==> src/rtl/spi_pkg.sv <==
`default_nettype none
// ============================================================================
// Module      : spi_pkg
// Description : Shared definitions for the SPI slave: synchronizer depth,
//               SPI mode encodings ({CPOL,CPHA}) and the frame state type.
// Revision    : 1.0 - initial release
// ============================================================================
package spi_pkg;

  // Depth of the metastability synchronizer on each SPI pin.
  localparam int SYNC_STAGES = 2;

  // SPI modes encoded as {CPOL, CPHA}.
  localparam logic [1:0] MODE0 = 2'b00;
  localparam logic [1:0] MODE1 = 2'b01;
  localparam logic [1:0] MODE2 = 2'b10;
  localparam logic [1:0] MODE3 = 2'b11;

  typedef enum logic [0:0] {
    IDLE   = 1'b0,
    ACTIVE = 1'b1
  } state_t;

endpackage
`default_nettype wire

==> src/rtl/spi_slave_if.sv <==
`default_nettype none
// ============================================================================
// Module      : spi_slave_if
// Description : SPI pins plus the local word-exchange bus of the SPI slave.
//   SPI side   : sclk, cs_n, mosi (to slave); miso, miso_oe (from slave)
//   Local side : tx_data/tx_valid (to slave), tx_ready (from slave),
//                rx_data/rx_valid, tx_underrun, busy (from slave)
//   Modports   : slave  - the SPI slave block
//                master - the SPI master plus local logic driving the slave
// Revision    : 1.0 - initial release
// ============================================================================
interface spi_slave_if #(
  parameter int DATA_W = 8
);
  logic              sclk;
  logic              cs_n;
  logic              mosi;
  logic              miso;
  logic              miso_oe;
  logic [DATA_W-1:0] tx_data;
  logic              tx_valid;
  logic              tx_ready;
  logic [DATA_W-1:0] rx_data;
  logic              rx_valid;
  logic              tx_underrun;
  logic              busy;

  modport slave (
    input  sclk, cs_n, mosi, tx_data, tx_valid,
    output miso, miso_oe, tx_ready, rx_data, rx_valid, tx_underrun, busy
  );

  modport master (
    output sclk, cs_n, mosi, tx_data, tx_valid,
    input  miso, miso_oe, tx_ready, rx_data, rx_valid, tx_underrun, busy
  );
endinterface
`default_nettype wire

==> src/rtl/spi_slave_sync.sv <==
`default_nettype none
// ============================================================================
// Module      : spi_slave_sync
// Description : Brings sclk, cs_n and mosi into the clk domain and derives
//               one-clk sclk edge pulses (leading/trailing relative to CPOL)
//               and chip-select edge pulses.
//   clk, rst   : system clock, asynchronous active-low reset
//   sclk/cs_n/mosi : raw asynchronous SPI pins
//   lead_edge  : sclk moved away from its idle level (gated by cs_n)
//   trail_edge : sclk returned to its idle level (gated by cs_n)
//   cs_fall    : synchronized cs_n went low
//   cs_rise    : synchronized cs_n went high
//   mosi_s     : synchronized mosi, aligned with the sclk edge pulses
// Revision    : 1.0 - initial release
// ============================================================================
module spi_slave_sync
  import spi_pkg::*;
#(
  parameter bit CPOL = 1'b1
) (
  input  logic clk,
  input  logic rst,
  input  logic sclk,
  input  logic cs_n,
  input  logic mosi,
  output logic lead_edge,
  output logic trail_edge,
  output logic cs_fall,
  output logic cs_rise,
  output logic mosi_s
);

  logic [SYNC_STAGES-1:0] sclk_ff;
  logic [SYNC_STAGES-1:0] cs_ff;
  logic [SYNC_STAGES-1:0] mosi_ff;
  logic                   sclk_d;
  logic                   cs_d;
  logic                   sclk_s;
  logic                   cs_s;
  logic                   sclk_chg;

  // Reset to the idle bus state so releasing reset never fakes an edge.
  always_ff @(posedge clk or negedge rst) begin
    if (!rst) begin
      sclk_ff <= {SYNC_STAGES{CPOL}};
      cs_ff   <= '1;
      mosi_ff <= '0;
      sclk_d  <= CPOL;
      cs_d    <= 1'b1;
    end else begin
      sclk_ff <= {sclk_ff[SYNC_STAGES-2:0], sclk};
      cs_ff   <= {cs_ff[SYNC_STAGES-2:0], cs_n};
      mosi_ff <= {mosi_ff[SYNC_STAGES-2:0], mosi};
      sclk_d  <= sclk_ff[SYNC_STAGES-1];
      cs_d    <= cs_ff[SYNC_STAGES-1];
    end
  end

  assign sclk_s   = sclk_ff[SYNC_STAGES-1];
  assign cs_s     = cs_ff[SYNC_STAGES-1];
  assign mosi_s   = mosi_ff[SYNC_STAGES-1];
  assign sclk_chg = (sclk_s != sclk_d) && !cs_s;

  assign lead_edge  = sclk_chg && (sclk_s != CPOL);
  assign trail_edge = sclk_chg && (sclk_s == CPOL);
  assign cs_fall    = cs_d && !cs_s;
  assign cs_rise    = !cs_d && cs_s;

endmodule
`default_nettype wire

==> src/rtl/spi_slave.sv <==
`default_nettype none
// ============================================================================
// Module      : spi_slave
// Description : SPI slave with CPOL/CPHA selection. Receives MSB-first words
//               on mosi, transmits words from a single-entry TX buffer on
//               miso, and reports each received word with a one-clk pulse.
//   clk, rst   : system clock (>= 4x sclk), asynchronous active-low reset
//   bus        : spi_slave_if.slave - SPI pins and local TX/RX word bus
// Revision    : 1.0 - initial release
// ============================================================================
module spi_slave
  import spi_pkg::*;
#(
  parameter bit CPOL   = 1'b1,
  parameter bit CPHA   = 1'b1,
  parameter int DATA_W = 8
) (
  input  logic        clk,
  input  logic        rst,
  spi_slave_if.slave  bus
);

  localparam int               CNT_W    = $clog2(DATA_W + 1);
  localparam logic [CNT_W-1:0] CNT_LAST = CNT_W'(DATA_W - 1);
  localparam logic [CNT_W-1:0] CNT_FULL = CNT_W'(DATA_W);
  localparam logic [1:0]       MODE     = {CPOL, CPHA};
  // Modes 1 and 3 sample mosi on the trailing sclk edge.
  localparam bit SAMPLE_ON_TRAIL = (MODE == MODE1) || (MODE == MODE3);

  logic lead_edge, trail_edge, cs_fall, cs_rise, mosi_s;

  spi_slave_sync #(
    .CPOL (CPOL)
  ) u_sync (
    .clk        (clk),
    .rst        (rst),
    .sclk       (bus.sclk),
    .cs_n       (bus.cs_n),
    .mosi       (bus.mosi),
    .lead_edge  (lead_edge),
    .trail_edge (trail_edge),
    .cs_fall    (cs_fall),
    .cs_rise    (cs_rise),
    .mosi_s     (mosi_s)
  );

  state_t            state, state_next;
  logic [CNT_W-1:0]  bit_cnt;
  logic [DATA_W-2:0] rx_shreg;
  logic [DATA_W-1:0] tx_shreg;
  logic [DATA_W-1:0] tx_buf;
  logic              tx_full;
  logic              first;
  logic              miso_oe;
  logic [DATA_W-1:0] rx_data;
  logic              rx_valid;
  logic              tx_underrun;

  logic              frame_start, frame_end;
  logic              sample, shift, reload, clr_first;
  logic              load, word_done, handshake;
  logic [DATA_W-1:0] rx_word;

  // --------------------------------------------------------------------------
  // Frame state machine
  // --------------------------------------------------------------------------
  always_ff @(posedge clk or negedge rst) begin
    if (!rst) state <= IDLE;
    else      state <= state_next;
  end

  always_comb begin
    state_next = state;
    case (state)
      IDLE:    if (cs_fall) state_next = ACTIVE;
      ACTIVE:  if (cs_rise) state_next = IDLE;
      default: state_next = IDLE;
    endcase
  end

  // --------------------------------------------------------------------------
  // Edge decode: which sclk edge samples, which shifts, when a word reloads
  // --------------------------------------------------------------------------
  always_comb begin
    sample    = 1'b0;
    shift     = 1'b0;
    reload    = 1'b0;
    clr_first = 1'b0;
    // A cs_n rise wins over any edge in the same clk: the frame is ending.
    if (state == ACTIVE && !cs_rise) begin
      if (SAMPLE_ON_TRAIL) begin
        sample    = trail_edge;
        // The first leading edge of a word keeps the MSB already on miso.
        shift     = lead_edge && !first;
        clr_first = lead_edge && first;
        reload    = trail_edge && (bit_cnt == CNT_LAST);
      end else begin
        sample    = lead_edge;
        shift     = trail_edge && (bit_cnt != CNT_FULL);
        reload    = trail_edge && (bit_cnt == CNT_FULL);
      end
    end
  end

  assign frame_start = (state == IDLE) && cs_fall;
  assign frame_end   = (state == ACTIVE) && cs_rise;
  assign load        = frame_start || reload;
  assign word_done   = sample && (bit_cnt == CNT_LAST);
  assign rx_word     = {rx_shreg, mosi_s};
  assign handshake   = bus.tx_valid && !tx_full;

  // --------------------------------------------------------------------------
  // Datapath: TX buffer, shift registers, bit counter, status pulses
  // --------------------------------------------------------------------------
  always_ff @(posedge clk or negedge rst) begin
    if (!rst) begin
      bit_cnt     <= '0;
      rx_shreg    <= '0;
      tx_shreg    <= '0;
      tx_buf      <= '0;
      tx_full     <= 1'b0;
      first       <= 1'b0;
      miso_oe     <= 1'b0;
      rx_data     <= '0;
      rx_valid    <= 1'b0;
      tx_underrun <= 1'b0;
    end else begin
      rx_valid    <= word_done;
      // A load always sees the buffer as it was before this clk's handshake.
      tx_underrun <= load && !tx_full;

      if (word_done) rx_data <= rx_word;

      if (handshake) begin
        tx_buf  <= bus.tx_data;
        tx_full <= 1'b1;
      end else if (load) begin
        tx_full <= 1'b0;
      end

      if (load)           tx_shreg <= tx_full ? tx_buf : '0;
      else if (frame_end) tx_shreg <= '0;
      else if (shift)     tx_shreg <= {tx_shreg[DATA_W-2:0], 1'b0};

      if (frame_start)    rx_shreg <= '0;
      else if (sample)    rx_shreg <= rx_word[DATA_W-2:0];

      if (load || frame_end) bit_cnt <= '0;
      else if (sample)       bit_cnt <= bit_cnt + CNT_W'(1);

      if (load)           first <= 1'b1;
      else if (clr_first) first <= 1'b0;

      if (frame_start)    miso_oe <= 1'b1;
      else if (frame_end) miso_oe <= 1'b0;
    end
  end

  assign bus.miso        = tx_shreg[DATA_W-1];
  assign bus.miso_oe     = miso_oe;
  assign bus.tx_ready    = !tx_full;
  assign bus.rx_data     = rx_data;
  assign bus.rx_valid    = rx_valid;
  assign bus.tx_underrun = tx_underrun;
  assign bus.busy        = (state == ACTIVE);

endmodule
`default_nettype wire

==> src/flat_wrapper.sv <==
// flat-port wrapper written by rule: the top's interface ports become plain ports
module spi_slave_flat import spi_pkg::*;
#(
  parameter bit CPOL   = 1'b1,
  parameter bit CPHA   = 1'b1,
  parameter int DATA_W = 8
)
  (clk, rst, bus_sclk, bus_cs_n, bus_mosi, bus_tx_data, bus_tx_valid, bus_miso, bus_miso_oe, bus_tx_ready, bus_rx_data, bus_rx_valid, bus_tx_underrun, bus_busy);
  spi_slave_if #(.DATA_W(DATA_W)) bus_i ();
  input  logic clk;
  input  logic rst;
  input wire logic [$bits(bus_i.sclk)-1:0] bus_sclk;
  input wire logic [$bits(bus_i.cs_n)-1:0] bus_cs_n;
  input wire logic [$bits(bus_i.mosi)-1:0] bus_mosi;
  input wire logic [$bits(bus_i.tx_data)-1:0] bus_tx_data;
  input wire logic [$bits(bus_i.tx_valid)-1:0] bus_tx_valid;
  output wire logic [$bits(bus_i.miso)-1:0] bus_miso;
  output wire logic [$bits(bus_i.miso_oe)-1:0] bus_miso_oe;
  output wire logic [$bits(bus_i.tx_ready)-1:0] bus_tx_ready;
  output wire logic [$bits(bus_i.rx_data)-1:0] bus_rx_data;
  output wire logic [$bits(bus_i.rx_valid)-1:0] bus_rx_valid;
  output wire logic [$bits(bus_i.tx_underrun)-1:0] bus_tx_underrun;
  output wire logic [$bits(bus_i.busy)-1:0] bus_busy;
  assign bus_i.sclk = bus_sclk;
  assign bus_i.cs_n = bus_cs_n;
  assign bus_i.mosi = bus_mosi;
  assign bus_i.tx_data = bus_tx_data;
  assign bus_i.tx_valid = bus_tx_valid;
  assign bus_miso = bus_i.miso;
  assign bus_miso_oe = bus_i.miso_oe;
  assign bus_tx_ready = bus_i.tx_ready;
  assign bus_rx_data = bus_i.rx_data;
  assign bus_rx_valid = bus_i.rx_valid;
  assign bus_tx_underrun = bus_i.tx_underrun;
  assign bus_busy = bus_i.busy;
  spi_slave #(.CPOL(CPOL), .CPHA(CPHA), .DATA_W(DATA_W)) u_core (.clk(clk), .rst(rst), .bus(bus_i));
endmodule
==> config.mk <==
export PLATFORM = sky130hd
export DESIGN_NAME = spi_slave_flat
export DESIGN_NICKNAME = d
export VERILOG_FILES = /design/src/rtl/spi_pkg.sv /design/src/rtl/spi_slave_if.sv /design/src/rtl/spi_slave_sync.sv /design/src/rtl/spi_slave.sv /design/src/flat_wrapper.sv
export SDC_FILE = /design/constraint.sdc
export NUM_CORES = 1
export LEC_CHECK = 0
export CORE_MARGIN = 2
export CORE_UTILIZATION = 47
export CTS_CLUSTER_DIAMETER = 60
export DETAILED_ROUTE_END_ITERATION = 7
export PLACE_DENSITY = 0.82
export RECOVER_POWER = 50
export SLEW_MARGIN = 15
export SYNTH_ARGS = -nofsm -noshare
export SYNTH_HDL_FRONTEND = slang
export SYNTH_SLANG_ARGS = --single-unit
==> constraint.sdc <==
create_clock -name clk -period 1.4 [get_ports clk]
set_input_delay 0.21 -clock clk [delete_from_list [all_inputs] [get_ports clk]]
set_output_delay 0.21 -clock clk [all_outputs]
set_load 0.005 [all_outputs]
==> reports/qor.csv <==
metric;value;unit
status;complete, but fails checks;
violated checks;setup timing;
Post-Syn Area;1920;µm²
total power;0.00354;W
CTS root buffer;clkbuf_8;
HPWL after DPL;2620;µm
final wirelength;3670;µm
vias in the first global route;1262;
Area Growth Syn to Fin;41.3;%
DIE AREA;4600;µm²
fmax;619;MHz
FF-to-FF End;u_core.tx_shreg[2];
IO buf count;27;
Yosys warning count;0;
cell row count;23;
Slew Limit Fails;0;
Max Root-Sink Buffers;2;
Clk pin slew, worst setup/hold paths;0.08;ns
setup ws final;-0.216;ns
Placed Instance Area;2410;µm²
initial antenna violation count;0;
Reg2Reg Depth;4;
Worst Setup Start Kind;register;
Max Cap Violations;0;
nets@finish;226;
Worst-Margin Slew;0.449;ns
Setup crit start;u_core.u_sync.cs_ff[1];
Routability Congestion;0.800;
Clock Latency Late Sink;0.30;ns
RSZ-0062 raised after global routing;yes;
Die X;67.9;µm
vias per cell;5.01;
Fillers;288;
Pwr Density;1310;nW/µm²
relative slew slack;70.1;%
gr ovfl total;0;
Starting Density;48.3;%
Lkg Pwr;1.34;nW
Crit Path Max Fanout;7;
Routed Antenna Nets;0;
RR Startpoint;u_core.u_sync.cs_ff[1];
DR vias;1313;
Synth cell types;31;
DRC viols;0;
syn_area_per_cell;12.6;µm²
Setup CP Type;register to register;
Synth Register Bits;49;
Syn Nets;167;
Max VDD drop;0.878;mV
# setup viols final;22;
GRT Util Overall;17.4;%
critical path endpoint;u_core.tx_shreg[2];
R2R setup slack;-0.22;ns
DRT iter0 DRCs;59;
die height;67.9;µm
htree depth;2;
share of cells above drive strength 1;38.2;%
WP data required;1.63;ns
Hold Crit Class;register to register;
final hold viol count;0;
CTS tree;yes;
worst path arrival time;1.85;ns
core footprint;3970;µm²
area occupied by multi-input gates;764;µm²
Cells after Synth;152;
Reg area;1240;µm²
Antenna Cells;0;
pin count of the biggest net entering global routing;32;
first-pass GRT wire length;5700;µm
CTS sink cnt;49;
crit path time final;1.62;ns
share of the yosys chip area belonging to registers;64.4;%
Wirelength per Cell;14.0;µm
Ports;28;
TritonRoute pass-1 iters;4;
Critical Path End Type;register;
clock skew;0.00712;ns
fin area;2710;µm²
TritonCTS buffer count;5;
period utilization;115;%
[report_power, final]
part	switching (W)	internal, W
logic	0.000270	0.000405
registers	0.000171	0.00167
clock network	0.000439	0.000582
total	0.000881	0.00266
[cell type report]
type	instances	share of cell area, %
repair buffers	57	19.3
inverters	2	0.277
flip-flops and latches	49	45.6
well taps	50	2.31
multi-input cells	96	28.2
clock buffers	7	3.19
clock inverters	1	1.11
[flip-flops by register name (all words and copies together), names as in the netlist, 2 cells and up]
signal / cells
u_core.rx_shreg: 7
u_core.u_sync.mosi_ff: 2
u_core.bit_cnt: 4
u_core.bus.rx_data: 8
u_core.tx_buf: 8
u_core.u_sync.sclk_ff: 2
u_core.u_sync.cs_ff: 2
u_core.tx_shreg: 8
[cells by family after synthesis]
| family | Yosys count | share of synthesized area, % |
|---|---|---|
| flops | 49 | 64.4 |
| simple gates | 47 | 12.3 |
| compound gates | 23 | 7.05 |
| mux | 22 | 12.5 |
| buf+inv | 7 | 1.70 |
| xor+xnor | 3 | 1.37 |
| fa+ha+maj | 1 | 0.653 |
[how the worst min path moves through the flow]
stage	from	end	slack, ns	cells past startpoint
3_3_place_gp	rst	u_core.bus.rx_data[2]	0.16	1
5_1_grt	u_core.u_sync.sclk_ff[0]	u_core.u_sync.sclk_ff[1]	0.37	0
3_5_place_dp	rst	u_core.bus.rx_valid	0.17	1
4_1_cts	bus_cs_n	u_core.u_sync.cs_ff[0]	0.30	1
2_1_floorplan	rst	u_core.bit_cnt[0]	-0.09	0
6_report	u_core.u_sync.mosi_ff[0]	u_core.u_sync.mosi_ff[1]	0.35	0
[worst max-delay path, cell delays in order (launching register included)]
cell and delay [ns]:
dfstp_2 0.57, and4bb_4 0.22, a311o_2 0.38, or2_0 0.24, a21oi_2 0.13
[metal layers]
metal | up-vias | track usage [%] | part of all wire [%] | routed length (µm)
li1 | 639 | - | - | -
met2 | 31 | 28.6 | 51 | 1870
met1 | 636 | 21.2 | 43 | 1570
met3 | 7 | 5.76 | 4.5 | 165
met5 | - | 0 | 0 | 0
met4 | 0 | 7.00 | 1.6 | 58
[layout by cell type (no fill, tap or decap), types with 6 or more instances in the layout]
cell type	instances
a21oi_1	7
buf_4	25
clkbuf_8	6
clkdlybuf4s50_1	13
dfrtp_1	41
dfstp_2	6
dlymetal6s2s_1	8
mux2_2	8
mux2_4	8
nand2_1	25
nor2_2	6
[cell usage after synthesis (all sizes together)]
master | instances | area share, %
and3b | 1 | 0.46
xnor2 | 1 | 0.46
nor2 | 9 | 1.9
nand4bb | 1 | 0.59
nor3 | 2 | 0.52
buf | 3 | 0.91
dfstp | 6 | 8.2
a311o | 1 | 0.52
mux2 | 16 | 9.4
or4b | 1 | 0.52
dfrtp | 43 | 56
and4bb | 1 | 0.85
nor3b | 1 | 0.65
mux2i | 6 | 3.1
inv | 2 | 0.39
a21o | 1 | 0.39
ha | 1 | 0.65
nand2 | 25 | 4.9
o21ai | 9 | 2.3
nor2b | 2 | 0.65
nand4 | 1 | 0.33
xor2 | 2 | 0.91
a32o | 1 | 0.52
and2 | 1 | 0.33
or2 | 1 | 0.33
clkbuf | 2 | 0.39
a22o | 2 | 0.91
a21oi | 9 | 2.3
and3 | 1 | 0.33
[stage by stage]
stage | TNS (ns) | std cells | util [%] | setup WS, ns | hold slack (ns)
after floorplan | -1.17 | 152 | - | -0.105 | -0.0856
after global placement | -2.05 | 242 | 60.8 | -0.101 | 0.158
after detailed placement | -3.50 | 242 | 60.8 | -0.194 | 0.173
after CTS | -3.05 | 252 | 64.4 | -0.190 | 0.303
after global routing | -4.34 | 262 | 68.2 | -0.247 | 0.366
final | -3.29 | 262 | 68.2 | -0.216 | 0.353
[repair_timing]
item	in CTS	in global routing
gates resized for setup	6	25
pin swaps	1	0
hold endpoints to repair	12	0
hold buffers	1	0
endpoints found under the setup margin	31	47
buffers inserted	1	10
Power figures use the tool's default switching activity.
